[src/rtl/data_memory_arbiter_pkg.sv]
// Shared types and constants for the data-memory arbiter and its round-robin grant logic.
package data_memory_arbiter_pkg;

    typedef enum logic [1:0] {
        IDLE   = 2'd0,
        ACCESS = 2'd1,
        DONE   = 2'd2
    } state_t;

    localparam logic PORT_A = 1'b0;
    localparam logic PORT_B = 1'b1;

endpackage

[src/rtl/data_memory_arbiter_if.sv]
// Bundle of the two requester ports plus the single-port data memory bus.
interface data_memory_arbiter_if #(
    parameter int AddressWidth = 64,
    parameter int DataWidth    = 64
);
    logic                    ReqA;
    logic                    WriteA;
    logic [AddressWidth-1:0] AddressA;
    logic [DataWidth-1:0]    WriteDataA;
    logic                    AckA;

    logic                    ReqB;
    logic                    WriteB;
    logic [AddressWidth-1:0] AddressB;
    logic [DataWidth-1:0]    WriteDataB;
    logic                    AckB;

    logic [DataWidth-1:0]    ReadData;

    logic [AddressWidth-1:0] MemAddress;
    logic [DataWidth-1:0]    MemWriteData;
    logic                    MemWrite;
    logic                    MemRead;
    logic [DataWidth-1:0]    MemReadData;

    // Arbiter side: consumes requests and memory read data.
    modport slave (
        input  ReqA, WriteA, AddressA, WriteDataA,
        input  ReqB, WriteB, AddressB, WriteDataB,
        input  MemReadData,
        output AckA, AckB, ReadData,
        output MemAddress, MemWriteData, MemWrite, MemRead
    );

    // Environment side: requesters and memory.
    modport master (
        output ReqA, WriteA, AddressA, WriteDataA,
        output ReqB, WriteB, AddressB, WriteDataB,
        output MemReadData,
        input  AckA, AckB, ReadData,
        input  MemAddress, MemWriteData, MemWrite, MemRead
    );

endinterface

[src/rtl/rr_arbiter_2.sv]
// Two-way round-robin grant: a lone requester always wins, a tie goes to the priority side.
module rr_arbiter_2
    import data_memory_arbiter_pkg::*;
(
    input  logic reqA,
    input  logic reqB,
    input  logic priorityPort,
    output logic grant,
    output logic owner
);

    always_comb begin
        grant = reqA | reqB;
        owner = priorityPort;
        if (reqA && !reqB) begin
            owner = PORT_A;
        end else if (reqB && !reqA) begin
            owner = PORT_B;
        end
    end

endmodule

[src/rtl/data_memory_arbiter.sv]
// Round-robin sequencer sharing one data memory between the load/store unit (A) and the loader (B).
module data_memory_arbiter
    import data_memory_arbiter_pkg::*;
#(
    parameter int AddressWidth = 64,
    parameter int DataWidth    = 64
) (
    input  logic                   Clock,
    input  logic                   ResetN,
    data_memory_arbiter_if.slave   bus
);

    state_t                  state;
    logic                    rrPriority;
    logic                    ownerReg;
    logic                    grant;
    logic                    owner;

    logic                    memWrite;
    logic                    memRead;
    logic [AddressWidth-1:0] memAddress;
    logic [DataWidth-1:0]    memWriteData;
    logic                    ackA;
    logic                    ackB;
    logic [DataWidth-1:0]    readData;

    logic                    selWrite;
    logic [AddressWidth-1:0] selAddress;
    logic [DataWidth-1:0]    selWriteData;

    rr_arbiter_2 u_arbiter (
        .reqA         (bus.ReqA),
        .reqB         (bus.ReqB),
        .priorityPort (rrPriority),
        .grant        (grant),
        .owner        (owner)
    );

    assign selWrite     = (owner == PORT_B) ? bus.WriteB     : bus.WriteA;
    assign selAddress   = (owner == PORT_B) ? bus.AddressB   : bus.AddressA;
    assign selWriteData = (owner == PORT_B) ? bus.WriteDataB : bus.WriteDataA;

    // Requests are only looked at in IDLE, so the winner's values are frozen into the Mem* registers there.
    always_ff @(posedge Clock) begin
        if (!ResetN) begin
            state        <= IDLE;
            rrPriority   <= PORT_A;
            ownerReg     <= PORT_A;
            memWrite     <= 1'b0;
            memRead      <= 1'b0;
            memAddress   <= '0;
            memWriteData <= '0;
            ackA         <= 1'b0;
            ackB         <= 1'b0;
            readData     <= '0;
        end else begin
            case (state)
                IDLE: begin
                    if (grant) begin
                        memAddress   <= selAddress;
                        memWriteData <= selWriteData;
                        memWrite     <= selWrite;
                        memRead      <= ~selWrite;
                        ownerReg     <= owner;
                        state        <= ACCESS;
                    end else begin
                        memWrite <= 1'b0;
                        memRead  <= 1'b0;
                    end
                end
                ACCESS: begin
                    if (memRead) begin
                        readData <= bus.MemReadData;
                    end
                    memWrite <= 1'b0;
                    memRead  <= 1'b0;
                    ackA     <= (ownerReg == PORT_A);
                    ackB     <= (ownerReg == PORT_B);
                    state    <= DONE;
                end
                DONE: begin
                    ackA       <= 1'b0;
                    ackB       <= 1'b0;
                    rrPriority <= ~ownerReg;
                    state      <= IDLE;
                end
                default: begin
                    memWrite <= 1'b0;
                    memRead  <= 1'b0;
                    ackA     <= 1'b0;
                    ackB     <= 1'b0;
                    state    <= IDLE;
                end
            endcase
        end
    end

    assign bus.MemAddress   = memAddress;
    assign bus.MemWriteData = memWriteData;
    assign bus.MemWrite     = memWrite;
    assign bus.MemRead      = memRead;
    assign bus.AckA         = ackA;
    assign bus.AckB         = ackB;
    assign bus.ReadData     = readData;

endmodule

[src/flat_wrapper.sv]
// flat-port wrapper written by rule: the top's interface ports become plain ports
module data_memory_arbiter_flat import data_memory_arbiter_pkg::*;
#(
    parameter int AddressWidth = 64,
    parameter int DataWidth    = 64
)
  (Clock, ResetN, bus_ReqA, bus_WriteA, bus_AddressA, bus_WriteDataA, bus_ReqB, bus_WriteB, bus_AddressB, bus_WriteDataB, bus_MemReadData, bus_AckA, bus_AckB, bus_ReadData, bus_MemAddress, bus_MemWriteData, bus_MemWrite, bus_MemRead);
  data_memory_arbiter_if #(.AddressWidth(AddressWidth), .DataWidth(DataWidth)) bus_i ();
  input  logic Clock;
  input  logic ResetN;
  input wire logic [$bits(bus_i.ReqA)-1:0] bus_ReqA;
  input wire logic [$bits(bus_i.WriteA)-1:0] bus_WriteA;
  input wire logic [$bits(bus_i.AddressA)-1:0] bus_AddressA;
  input wire logic [$bits(bus_i.WriteDataA)-1:0] bus_WriteDataA;
  input wire logic [$bits(bus_i.ReqB)-1:0] bus_ReqB;
  input wire logic [$bits(bus_i.WriteB)-1:0] bus_WriteB;
  input wire logic [$bits(bus_i.AddressB)-1:0] bus_AddressB;
  input wire logic [$bits(bus_i.WriteDataB)-1:0] bus_WriteDataB;
  input wire logic [$bits(bus_i.MemReadData)-1:0] bus_MemReadData;
  output wire logic [$bits(bus_i.AckA)-1:0] bus_AckA;
  output wire logic [$bits(bus_i.AckB)-1:0] bus_AckB;
  output wire logic [$bits(bus_i.ReadData)-1:0] bus_ReadData;
  output wire logic [$bits(bus_i.MemAddress)-1:0] bus_MemAddress;
  output wire logic [$bits(bus_i.MemWriteData)-1:0] bus_MemWriteData;
  output wire logic [$bits(bus_i.MemWrite)-1:0] bus_MemWrite;
  output wire logic [$bits(bus_i.MemRead)-1:0] bus_MemRead;
  assign bus_i.ReqA = bus_ReqA;
  assign bus_i.WriteA = bus_WriteA;
  assign bus_i.AddressA = bus_AddressA;
  assign bus_i.WriteDataA = bus_WriteDataA;
  assign bus_i.ReqB = bus_ReqB;
  assign bus_i.WriteB = bus_WriteB;
  assign bus_i.AddressB = bus_AddressB;
  assign bus_i.WriteDataB = bus_WriteDataB;
  assign bus_i.MemReadData = bus_MemReadData;
  assign bus_AckA = bus_i.AckA;
  assign bus_AckB = bus_i.AckB;
  assign bus_ReadData = bus_i.ReadData;
  assign bus_MemAddress = bus_i.MemAddress;
  assign bus_MemWriteData = bus_i.MemWriteData;
  assign bus_MemWrite = bus_i.MemWrite;
  assign bus_MemRead = bus_i.MemRead;
  data_memory_arbiter #(.AddressWidth(AddressWidth), .DataWidth(DataWidth)) u_core (.Clock(Clock), .ResetN(ResetN), .bus(bus_i));
endmodule
[config.mk]
export PLATFORM = sky130hd
export DESIGN_NAME = data_memory_arbiter_flat
export DESIGN_NICKNAME = d
export VERILOG_FILES = /design/src/rtl/data_memory_arbiter_pkg.sv /design/src/rtl/data_memory_arbiter_if.sv /design/src/rtl/rr_arbiter_2.sv /design/src/rtl/data_memory_arbiter.sv /design/src/flat_wrapper.sv
export SDC_FILE = /design/constraint.sdc
export NUM_CORES = 1
export LEC_CHECK = 0
export ABC_AREA = 1
export BUFFER_PORTS_ARGS = -buffer_cell sky130_fd_sc_hd__buf_2
export CORE_AREA = 4 4 201 203
export DETAILED_ROUTE_END_ITERATION = 12
export DIE_AREA = 0 0 205 207
export PLACE_DENSITY = 0.47
export REMOVE_ABC_BUFFERS = 1
export SYNTH_ARGS = -nofsm -noshare
export SYNTH_HDL_FRONTEND = slang
export SYNTH_HIERARCHICAL = 1
export SYNTH_SLANG_ARGS = --single-unit
[constraint.sdc]
create_clock -name Clock -period 2.7 [get_ports Clock]
set_clock_uncertainty 0.2 [all_clocks]
set_input_delay 0.54 -clock Clock [delete_from_list [all_inputs] [get_ports Clock]]
set_output_delay 0.54 -clock Clock [all_outputs]
set_load 0.005 [all_outputs]
After elaboration in Yosys (flattened, before gate mapping)
Index checks and enable logic that the tools add are counted.
{"block": "word_totals", "reg_bits": 200, "inputBits": 326, "output_inout_bits": 196, "wordCells": 36}
{"block": "op_classes", "n_eq_ne": 3, "mux": 13, "bitwise_logic": 3, "n_reduce_logical": 7}
{"operator": "64-bit 2-to-1 mux", "count": 2}
{"operator": "1-bit case mux with 2 select lines", "count": 4}
{"operator": "1-bit 2-to-1 mux", "count": 5}
{"operator": "2-bit case mux with 2 select lines", "count": 1}
{"operator": "2-bit AND reduction", "count": 2}
{"operator": "2-bit by 1-bit == test with 1-bit output (second input constant)", "count": 1}
{"operator": "2-bit == test (second input constant)", "count": 1}
{"operator": "1-bit logical AND", "count": 2}
{"operator": "1-bit logical NOT", "count": 2}
{"operator": "2-bit logical NOT", "count": 1}
{"operator": "2-bit 2-to-1 mux", "count": 1}
{"operator": "2-bit by 1-bit inequality test with 1-bit output (second input constant)", "count": 1}
{"operator": "1-bit NOT", "count": 2}
{"operator": "1-bit OR", "count": 1}

Longest topological paths before layout
Gate-level depths: netlist (run 1).
{"block": "logic_depth", "ltp_word": 8, "mapped_depth": 10, "ltp_nobuf": 7}

By module
Netlist (run 1), hierarchy kept.
{"module": "data_memory_arbiter", "instances": 1, "cells_each": 1670, "area_per_inst_um2": 9798.1, "seq_area_each_um2": 4003.8}
{"module": "rr_arbiter_2", "instances": 1, "cells_each": 4, "area_per_inst_um2": 18.8, "seq_area_each_um2": 0.0}

Worst setup path before layout (run 1)
Ideal clock, no wire load.
{"block": "synth_path", "path_kind": "input-to-reg", "startpoint": "input port bus_ReqB", "endpoint": "register u_core.memAddress[0] (netlist: u_core/bus.MemAddress[0])", "setup_ns": 0.113, "t_arrival_ns": 1.391, "t_required_ns": 2.387, "slack_ns": 0.996, "cell_stages": 10, "path_buffers": 3, "path_cell_list": "nand2_1 > a21oi_1 > buf_2 > inv_1 > buf_4 > buf_4 > nand2_1 > nand2_1 > nor2_1 > nor2_1"}
{"block": "synth_via", "elab_chain_cells": 4, "elab_cells_between_ends": 8, "classes_between": "3 x mux; 1 x bitwise; 4 x reduce/logical"}
{"element": "start: declaration", "line_no": "flat_wrapper.sv:15", "text": "input wire logic [$bits(bus_i.ReqB)-1:0] bus_ReqB;"}
{"element": "1-bit logical AND or 1-bit logical NOT (tied branches)", "line_no": "rr_arbiter_2.sv:17, rr_arbiter_2.sv:15"}
{"element": "1-bit 2-to-1 mux or 1-bit logical AND (tied branches)", "line_no": "rr_arbiter_2.sv:17, rr_arbiter_2.sv:15"}
{"element": "1-bit 2-to-1 mux (*)", "line_no": "rr_arbiter_2.sv:15", "text": "if (reqA && !reqB) begin"}
{"element": "via u_core.owner", "line_no": "data_memory_arbiter.sv:17", "text": "logic owner;"}
{"element": "64-bit 2-to-1 mux (*)", "line_no": "data_memory_arbiter.sv:40", "text": "assign selAddress = (owner == PORT_B) ? bus.AddressB : bus.AddressA;"}
{"element": "end signal: assignment", "line_no": "data_memory_arbiter.sv:60", "text": "memAddress <= selAddress;"}
{"element": "end: declaration", "line_no": "data_memory_arbiter.sv:21", "text": "logic [AddressWidth-1:0] memAddress;"}
Mark *: on every way through the listed nets, which the timed path passes. The rest lies on a longest branch.
A chain may end at the register's enable or synchronous reset.

Worst setup path after layout (run 1)
{"block": "layout_path", "startpoint": "register u_core.rrPriority", "endpoint": "register u_core.memWriteData[27] (netlist: u_core/bus.MemWriteData[27])"}
{"block": "layout_via", "elab_chain_cells": 3}
{"element": "start: declaration", "line_no": "data_memory_arbiter.sv:14", "text": "logic rrPriority;"}
{"element": "start signal: assignment", "line_no": "data_memory_arbiter.sv:84", "text": "rrPriority <= ~ownerReg;"}
{"element": "1-bit 2-to-1 mux", "line_no": "rr_arbiter_2.sv:17", "text": "end else if (reqB && !reqA) begin"}
{"element": "1-bit 2-to-1 mux", "line_no": "rr_arbiter_2.sv:15"}
{"element": "via u_core.owner", "line_no": "data_memory_arbiter.sv:17"}
{"element": "64-bit 2-to-1 mux", "line_no": "data_memory_arbiter.sv:41", "text": "assign selWriteData = (owner == PORT_B) ? bus.WriteDataB : bus.WriteDataA;"}
{"element": "end signal: assignment", "line_no": "data_memory_arbiter.sv:61", "text": "memWriteData <= selWriteData;"}
{"element": "end: declaration", "line_no": "data_memory_arbiter.sv:22", "text": "logic [DataWidth-1:0] memWriteData;"}
The timed path passes the listed nets, and every way through them passes these cells.

==> results of run 1 <==
==> final timing paths <==
kind | slack, ns | end
max | 0.77 | u_core/bus.MemWriteData[27]
min | 0.12 | u_core/bus.ReadData[9]
max reg2reg | 0.77 | u_core/bus.MemWriteData[27]
min reg2reg | 0.25 | u_core/bus.AckA
==> through the flow <==
| stage | power (mW) | worst slack (ns) | hold slack, ns | instances | cell area (um2) |
|---|---|---|---|---|---|
| after floorplan | 4.33 | -7.25 | 0.223 | 1581 | 9220 |
| after global placement | 5.18 | 0.591 | 0.235 | 2647 | 12900 |
| after detailed placement | 5.20 | 0.580 | 0.237 | 2647 | 12900 |
| after CTS | 7.86 | 0.797 | 0.0804 | 2679 | 13400 |
| after global routing | 8.23 | 0.664 | 0.0938 | 2679 | 13400 |
| final | 7.70 | 0.772 | 0.120 | 2680 | 13400 |
==> final cells by class <==
class | instances | area, um2 | share of cell area, %
multi-input combinational | 1182 | 4510 | 33.5
sequential | 200 | 4000 | 29.8
timing repair buffer | 548 | 2950 | 22.0
inverter | 199 | 749 | 5.57
tap | 518 | 648 | 4.82
clock buffer | 22 | 464 | 3.45
clock inverter | 10 | 118 | 0.875
antenna | 1 | 2.50 | 0.0186
==> synth_stat cells, drive strengths merged <==
| cell | n | share of area, % |
|---|---|---|
| buf | 68 | 5.1 |
| nand3 | 7 | 0.36 |
| nor2 | 390 | 15 |
| dfxtp | 200 | 41 |
| or2 | 1 | 0.064 |
| clkbuf | 25 | 0.96 |
| o21ai | 6 | 0.31 |
| a21oi | 1 | 0.051 |
| inv | 199 | 7.6 |
| nand2 | 776 | 30 |
| nor3 | 1 | 0.051 |
==> power by group through the flow <==
stage                     Combinational, mW  Sequential (mW)  Clock, mW
after floorplan                       0.896             3.44          0
after global placement                 1.77             3.41          0
after CTS                              1.78             3.36       2.72
final                                  1.74             3.35       2.60
after detailed placement               1.77             3.42          0
after global routing                   2.01             3.39       2.83
==> sequential cells by signal, summed over array words and instances (netlist names) <==
name                     flops
u_core/bus.AckA              1
u_core/bus.AckB              1
u_core/bus.MemAddress       64
u_core/bus.MemRead           1
u_core/bus.MemWrite          1
u_core/bus.MemWriteData     64
u_core/bus.ReadData         64
u_core/ownerReg              1
u_core/rrPriority            1
u_core/state                 2
==> worst max-delay path: stages, from the launching register on <==
cell     delay, ns
dfxtp_1       0.40
nand2_1       0.11
a21oi_4       0.32
inv_4         0.08
buf_12        0.19
nand2_1       0.13
nand2_1       0.09
nor2_1        0.13
nor2_1        0.06
==> logic make-up (layout without fill, tap and decap cells) <==
family	Yosys count	count (layout)	synth area share, %
AO/OA/AOI/OAI	7	7	0.357
buffers and inverters	292	779	13.7
flip-flops	200	200	40.8
other	0	1	0
AND/OR/NAND/NOR	1175	1175	45.2
==> metal layers <==
| layer | vias to the layer above | wire, um | track usage, % |
|---|---|---|---|
| met2 | 369 | 15800 | 25.8 |
| met4 | 6 | 489 | 4.27 |
| met5 | - | 34 | 0 |
| li1 | 5729 | - | - |
| met1 | 4514 | 15000 | 19.0 |
| met3 | 31 | 3240 | 5.51 |
==> results.md, run 1 <==
* Status: completed
* Static leakage at 8.17 nW
* Initial core utilization at 25.5%
* Total Routing Usage GR at 15.5%
* Peak supply drop at 0.368 mV
* I/O pin cnt at 522
* CP endpoint kind: register
* Hold path cells at 3
* Hold path start: bus_MemReadData[9]
* Initial antenna violation count at 4
* Least-Margin Pin Slew at 0.540 ns
* Final Max Slew Viols at 0
* Most common cell after layout, fill and taps aside: nand2_1
* Routed vias at 10600
* Clk root buf: clkbuf_16
* Syn_area_per_cell at 5.86 um2
* Commonest non-fill, non-tap cells in the layout: nand2_1, buf_2, nor2_1
* Required time worst endpoint at 2.84 ns
* CTS Buf Count at 17
* Drt pass-1 iters at 5
* Post-DRT Antenna Nets at 0
* Clk pwr share at 33.8%
* Die width at 205 um
* Final GP Congestion at 0.806
* Fin util at 35.0%
* Period utilization at 71.4%
* Worst skew pair latency at 0.45 ns
* Crit path from: u_core/rrPriority
* Reg2reg start: u_core/rrPriority
* Seq/Total Area, Yosys at 40.8%
* Hold Vio Cnt, Final at 0
* Rel. slew slack at 64.0%
* Fmax achieved at 0.519 GHz
* Sw Ratio at 30.2%
* WL per Instance at 12.9 um
* Final setup vio count at 0
* Row cnt at 72
* Post-CTS Setup Inserts at 0
* Layout cell share with drive strength beyond 1 at 26.9%
* Synth Instances at 1674
* Int Pwr at 5.37 mW
* Vias in the first global route at 9995
* CTS tree: yes
* Crit path DAT at 2.07 ns
* Critical path class: register to register
* Clk sink count at 200
* Psw at 2.32 mW
* Yosys reg bits at 200
* Detailed placement HPWL at 27.1 mm
* Die Y at 207 um
* Fillers at 4372
* Yosys warns at 6
* Largest net degree at the start of global routing at 93
* Worst min-delay path category: primary input to register
* Drt total wl at 34.5 mm
* Die area at 42400 um2
* # nets final at 2474
* Drc violations at 0
* Core area at 38500 um2
* Max Cap Violations at 0
* Reg2reg path depth at 8
* Sequential power share at 43.6%
* 1st-iter DRT viols at 529
* Via-per-instance ratio at 3.97
* Synth Cell Area at 9820 um2
* RSZ-0062 raised after global routing: false
* Cell variety after synth at 15
* Post_cts resized at 0
* Worst-path fanout max at 84
* Comb pwr share at 22.7%
* Max clock buf depth at 2
* Area grow syn2layout at 37.0%
* Cts hold-fix bufs at 0
* Minimum clock period at 1.93 ns
* Reg clk slew, reported paths at 0.08 ns
* CTS H-tree depth at 4
* Fin Setup TNS at 0 ns
* Pwr per Cell Area at 573 nW/um2
* Startpoint types: register
* First-pass GRT wire length at 53.1 mm
* Total gr overflow at 0
* Port Buffers at 521
Note: power is estimated with default switching activity, not from simulation.
==> inputs of run 2 (changes only) <==
- CORE_AREA: 4 4 201 203 -> 4 4 202 204
- DIE_AREA: 0 0 205 207 -> 0 0 206 208
- PLACE_DENSITY: 0.47 -> 0.49
- clock period: 2.7 -> 1.7 ns (I/O delays scaled with it)
==> run 2 against run 1 <==
Count of clock-buffer cells in the layout up 1. Combinational power rose by 100%. Via count is 13% higher. Register-to-register slack worse by 0.74 ns. Worst hold slack got worse by 0.088 ns. Die area up 0.97%. Global-route usage increased by 1.3 points. Clock power grew 63%. Sequential share of layout area decreased by 5.4 points. Final area is 22% higher. Critical path depth up 1. Power increased by 70%.
==> results.md, run 2 (same netlist as run 1, synthesis figures left out) <==
* Status: completed
* Clk root buf: clkbuf_16
* Static leakage at 9.45 nW (+16%)
* Max incr delay on CP at 0.36 ns (-0.04 ns)
* Drt total wl at 41.9 mm (+21%)
* Peak supply drop at 0.617 mV (+68%)
* Fmax achieved at 0.598 GHz (+15%)
* Hold Vio Cnt, Final at 0 (unchanged)
* Most common cell after layout, fill and taps aside: nand2_1
* Minimum clock period at 1.67 ns (-0.258 ns)
* Via-per-instance ratio at 4.08 (+2.7%)
* Multi-input logic area at 4530 um2 (+0.56%)
* Startpoint types: register
* Initial antenna violation count at 2 (-2)
* RSZ-0062 raised after global routing: true
* Vias in the first global route at 11200 (+12%)
* Final setup vio count at 0 (unchanged)
* Pwr per Cell Area at 798 nW/um2 (+39%)
* Worst min-delay path category: primary input to register
* Port Buffers at 521 (unchanged)
* First-pass GRT wire length at 57.6 mm (+8.5%)
* Detailed placement HPWL at 27.3 mm (+0.82%)
* Worst skew pair latency at 0.44 ns (about the same)
* # nets final at 2750 (+11%)
* Hold Worst Slack at 0.0317 ns (-0.0880 ns)
* Die area at 42800 um2 (+0.97%)
* Rel. slew slack at 80.2% (+16 points)
* Required time worst endpoint at 1.85 ns (-0.99 ns)
* Max Cap Violations at 0 (unchanged)
* Hold path cells at 5 (+2)
* Fin util at 41.8% (+6.9 points)
* Worst-path fanout max at 15 (-82%)
* R2R Setup Slk at 0.03 ns (-0.74 ns)
* Final GP Congestion at 0.768 (-4.7%)
* 1st-iter DRT viols at 686 (+30%)
* Final Max Slew Viols at 0 (unchanged)
* Commonest non-fill, non-tap cells in the layout: nand2_1, buf_2, nor2_1
* Die Y at 208 um (+0.48%)
* Die width at 206 um (+0.49%)
* I/O pin cnt at 522 (unchanged)
* Slowest-stage cell, CP: dfxtp_2
* Placed Instances at 2669 (+0.83%)
* CTS tree: yes
* Area grow syn2layout at 67.3%
* Drt pass-1 iters at 7 (+2)
* Largest net degree at the start of global routing at 70 (-25%)
* Total Routing Usage GR at 16.8% (+1.3 points)
* Final Non-Filler Cells at 2963 (+11%)
* Period utilization at 98.3% (+27 points)
* Clk sink count at 200 (unchanged)
* Reg2reg start: u_core/rrPriority
* CP endpoint kind: register
* CTS Buf Count at 17 (unchanged)
* WL per Instance at 14.1 um (+9.7%)
* Layout cell share with drive strength beyond 1 at 25.7% (-1.2 points)
* Fillers at 4102 (-6.2%)
* Hold path start: bus_WriteDataA[36]
* Core area at 39300 um2 (+2.1%)
* Crit path cell chain: nand2_2, a21oi_4, buf_12, inv_12, clkbuf_16, nand2_1, nand2_1, nor2_1, nor2_1
* Max clock buf depth at 2 (unchanged)
* Reg clk slew, reported paths at 0.07 ns (about the same)
* Least-Margin Pin Slew at 0.296 ns (-0.243 ns)
* Drc violations at 0 (unchanged)
* Reg2reg path depth at 9 (+1)
* Initial core utilization at 25.0% (-0.53 points)
* CTS H-tree depth at 4 (unchanged)
* Total gr overflow at 0 (unchanged)
* Post-DRT Antenna Nets at 0 (unchanged)
* Crit path DAT at 1.82 ns (-0.25 ns)
* Worst r2r dst: u_core/bus.MemWriteData[21]
* Hold Path End: u_core/bus.MemWriteData[36]
* Sequential standard cell area at 4010 um2 (about the same)
* Routed vias at 12100 (+13%)
* Critical path class: register to register
* Row cnt at 73 (+1.4%)
## run 2: cell count changes in the layout (fill, tap and decap cells not counted), sizes merged
cell,before,now
clkbuf,22,31
buf,548,573
dlygate4sd3,0,243
clkinv,5,4
## run 2: layout make-up
cell class                 count  area share (%)
clock inverter                 9           0.701
multi-input combinational   1182            27.6
timing repair buffer         824            35.8
inverter                     199            4.63
antenna                        1          0.0152
tap                          525            4.00
sequential                   200            24.4
clock buffer                  23            2.91
## run 2: how the worst max path moves through the flow
stage                      startpoint  slack (ns)                           to
global placement             bus_ReqB       -0.17  u_core/bus.MemWriteData[54]
global route        u_core/rrPriority       -0.04    u_core/bus.MemAddress[30]
floorplan                    bus_ReqB       -8.05     u_core/bus.MemAddress[0]
detailed placement           bus_ReqB       -0.18  u_core/bus.MemWriteData[54]
CTS                 u_core/rrPriority       -0.06  u_core/bus.MemWriteData[54]
finish              u_core/rrPriority        0.03  u_core/bus.MemWriteData[21]
## run 2: metal layers
metal	up-vias	wire [um]	GRT usage, %
li1	6289	-	-
met4	2	1110	5.19
met2	495	19700	29.1
met5	-	8	0
met3	61	3770	5.89
met1	5239	17300	19.3
## run 2: timing repair
| item | CTS | global route |
|---|---|---|
| pin swaps | 1 | 1 |
| setup buffers | 1 | 1 |
| hold buffers | 243 | 0 |
| setup endpoints to repair | 75 | 130 |
| gates cloned | 0 | 16 |
| endpoints found under the hold margin | 166 | 0 |
| resized for setup | 1 | 21 |
## run 2: where the power goes
group	leakage, nW	internal [mW]	switching [mW]
Clock	0.290	2.31	1.93
Combinational	7.51	1.70	1.84
Sequential	1.65	5.11	0.216
Total	9.45	9.11	3.99
## run 2: critical path, delay by kind of cell, from the launching register on
kind	cells	cell delay (ns)
AOI/OAI and AO/OA	1	0.17
DFF	1	0.36
buffers and inverters	3	0.44
and+or+nand+nor	5	0.36
## run 2: metrics by stage
step                area [um2]  power (mW)  setup WS, ns  TNS [ns]
finish                   16400        13.1        0.0291         0
detailed placement       13000        8.30        -0.179     -9.18
floorplan                 9220        6.88         -8.05  -1155.58
global placement         13000        8.27        -0.171     -7.42
CTS                      16000        13.1       -0.0627    -0.123
global route             16400        13.9       -0.0373    -0.954
==> inputs of run 3 (changes only) <==
- CORE_AREA: 4 4 202 204 -> 5 5 203 205
- DIE_AREA: 0 0 206 208 -> 0 0 208 210
==> run 3 against run 2 <==
Cell count grew 1.2%. Die area grew 1.9%. Sequential power is essentially flat. Core utilization grew 0.89 points. Critical path type unchanged. Critical endpoint is now u_core/bus.MemAddress[19]. Largest cell class unchanged.
==> results.md, run 3 (same netlist as run 1, synthesis figures left out) <==
* Crit path from: u_core/rrPriority
* WL per Instance at 13.9 um (-1.8%)
* Rel. slew slack at 79.9% (-0.33 points)
* Hold path start: bus_AddressA[17]
* Die area at 43700 um2 (+1.9%)
* Drt pass-1 iters at 8 (+1)
* Clk sink count at 200 (unchanged)
* Port Buffers at 521 (unchanged)
* Slowest-stage cell, CP: dfxtp_2
* Buffers and inverters on the worst path at 3 (unchanged)
* Least-Margin Pin Slew at 0.301 ns (+0.00496 ns)
* 1st-iter DRT viols at 874 (+27%)
* # nets final at 2789 (+1.4%)
* Pwr per Cell Area at 783 nW/um2 (-1.9%)
* Dpl cell area at 13100 um2 (+0.85%)
* Drc violations at 0 (unchanged)
* Initial antenna violation count at 3 (+1)
* Final GP Congestion at 0.856 (+11%)
* R2R Setup Slk at 0.07 ns (+0.04 ns)
* Fmax achieved at 0.613 GHz (+2.5%)
* CP endpoint kind: register
* Core area at 39300 um2 (unchanged)
* Vias in the first global route at 11800 (+5.2%)
* CTS tree: yes
* Drt total wl at 41.7 mm (-0.53%)
* Routed vias at 12300 (+1.9%)
* Startpoint types: register
* Critical path class: register to register
* Area grow syn2layout at 70.8%
* Minimum clock period at 1.63 ns (-0.0402 ns)
* Clk root buf: clkbuf_16
* Static leakage at 9.61 nW (+1.7%)
* Die Y at 210 um (+0.96%)
* Peak supply drop at 0.544 mV (-12%)
* I/O pin cnt at 522 (unchanged)
* Required time worst endpoint at 1.90 ns (+0.05 ns)
* CTS Buf Count at 17 (unchanged)
* Commonest non-fill, non-tap cells in the layout: nand2_1, buf_2, nor2_1
* RSZ-0062 raised after global routing: true
* Post-DRT Antenna Nets at 0 (unchanged)
* Reg clk slew, reported paths at 0.07 ns (about the same)
* Max incr delay on CP at 0.36 ns (about the same)
* Total gr overflow at 0 (unchanged)
* Detailed placement HPWL at 27.8 mm (+1.9%)
* Final Max Slew Viols at 0 (unchanged)
* Most common cell after layout, fill and taps aside: nand2_1
* Hold Vio Cnt, Final at 0 (unchanged)
* Fin util at 42.7% (+0.89 points)
* Worst min-delay path category: primary input to register
* Hold Worst Slack at 0.0270 ns (-0.00462 ns)
* Period utilization at 95.9% (-2.4 points)
* Max clock buf depth at 2 (unchanged)
* Reg2reg start: u_core/rrPriority
* Worst-path fanout max at 15 (unchanged)
* Crit path cell chain: nand2_2, a21oi_4, buf_12, buf_16, buf_4, nand2_1, nand2_1, nor2_1, nor2_1
* Crit path DAT at 1.83 ns (about the same)
* Pre-CTS WS at -0.0752 ns (+0.104 ns)
* Status: completed
* Initial core utilization at 25.0% (unchanged)
* First-pass GRT wire length at 61.7 mm (+7.0%)
* Final setup vio count at 0 (unchanged)
* Post-route cell area at 16800 um2 (+2.1%)
* Row cnt at 73 (unchanged)
* Die width at 208 um (+0.97%)
* Worst skew pair latency at 0.46 ns (+0.02 ns)
* CTS H-tree depth at 4 (unchanged)
* Max Cap Violations at 0 (unchanged)
* Delay-heaviest family, CP: buffers and inverters
* Largest net degree at the start of global routing at 59 (-16%)
* Final setup margin at 0.0693 ns (+0.0402 ns)
* Via-per-instance ratio at 4.11 (+0.69%)
* Layout cell share with drive strength beyond 1 at 25.4% (-0.33 points)
* Total Routing Usage GR at 17.4% (+0.68 points)
run 3: what timing repair did:
action | CTS | global route
pin swaps | 1 | 4
setup buffers | 1 | 8
hold buffers | 274 | 0
cloned | 1 | 8
endpoints found under the setup margin | 1 | 124
hold endpoints to repair | 186 | 0
resized for setup | 3 | 15
run 3: tightest hold or removal path: cells and delay by family:
| kind | cells | cell delay [ns] |
|---|---|---|
| AND/OR/NAND/NOR | 4 | 0.23 |
| buffers and inverters | 1 | 0.08 |
run 3: final cells by class:
cell class,count,area (um2)
Fill cell,4089,22500
Timing Repair Buffer,863,6250
Multi-Input combinational cell,1182,4520
Sequential cell,200,4010
Inverter,199,759
Tap cell,525,657
Clock buffer,20,447
Clock inverter,9,126
Antenna cell,2,5.00
run 3: layer usage:
metal  global-route usage (%)  routed length (um)
met5                        0                  13
met1                     20.6               17600
met3                     6.53                3680
met4                     8.13                1560
met2                     28.3               18800
run 3: where the power goes:
| group | internal (mW) | total (mW) | switching, mW |
|---|---|---|---|
| Sequential | 5.11 | 5.32 | 0.213 |
| Clock | 2.32 | 4.19 | 1.87 |
| Combinational | 1.77 | 3.61 | 1.84 |
| Total | 9.20 | 13.1 | 3.92 |
run 3: stage by stage:
stage | power [mW] | cells | setup TNS (ns)
2_1_floorplan | 6.88 | 1581 | -1155.58
3_3_place_gp | 8.33 | 2677 | -3.37
3_5_place_dp | 8.36 | 2677 | -6.66
4_1_cts | 13.2 | 2982 | 0
5_1_grt | 14.0 | 3000 | -0.00707
6_report | 13.1 | 3000 | 0
run 3: path summary, 6_finish.rpt:
kind / endpoint / depth (start not counted)
hold / removal: u_core/bus.MemAddress[17] / 5
setup / recovery: u_core/bus.MemAddress[19] / 9
setup reg to reg: u_core/bus.MemAddress[19] / 9
hold reg to reg: u_core/bus.AckA / 1
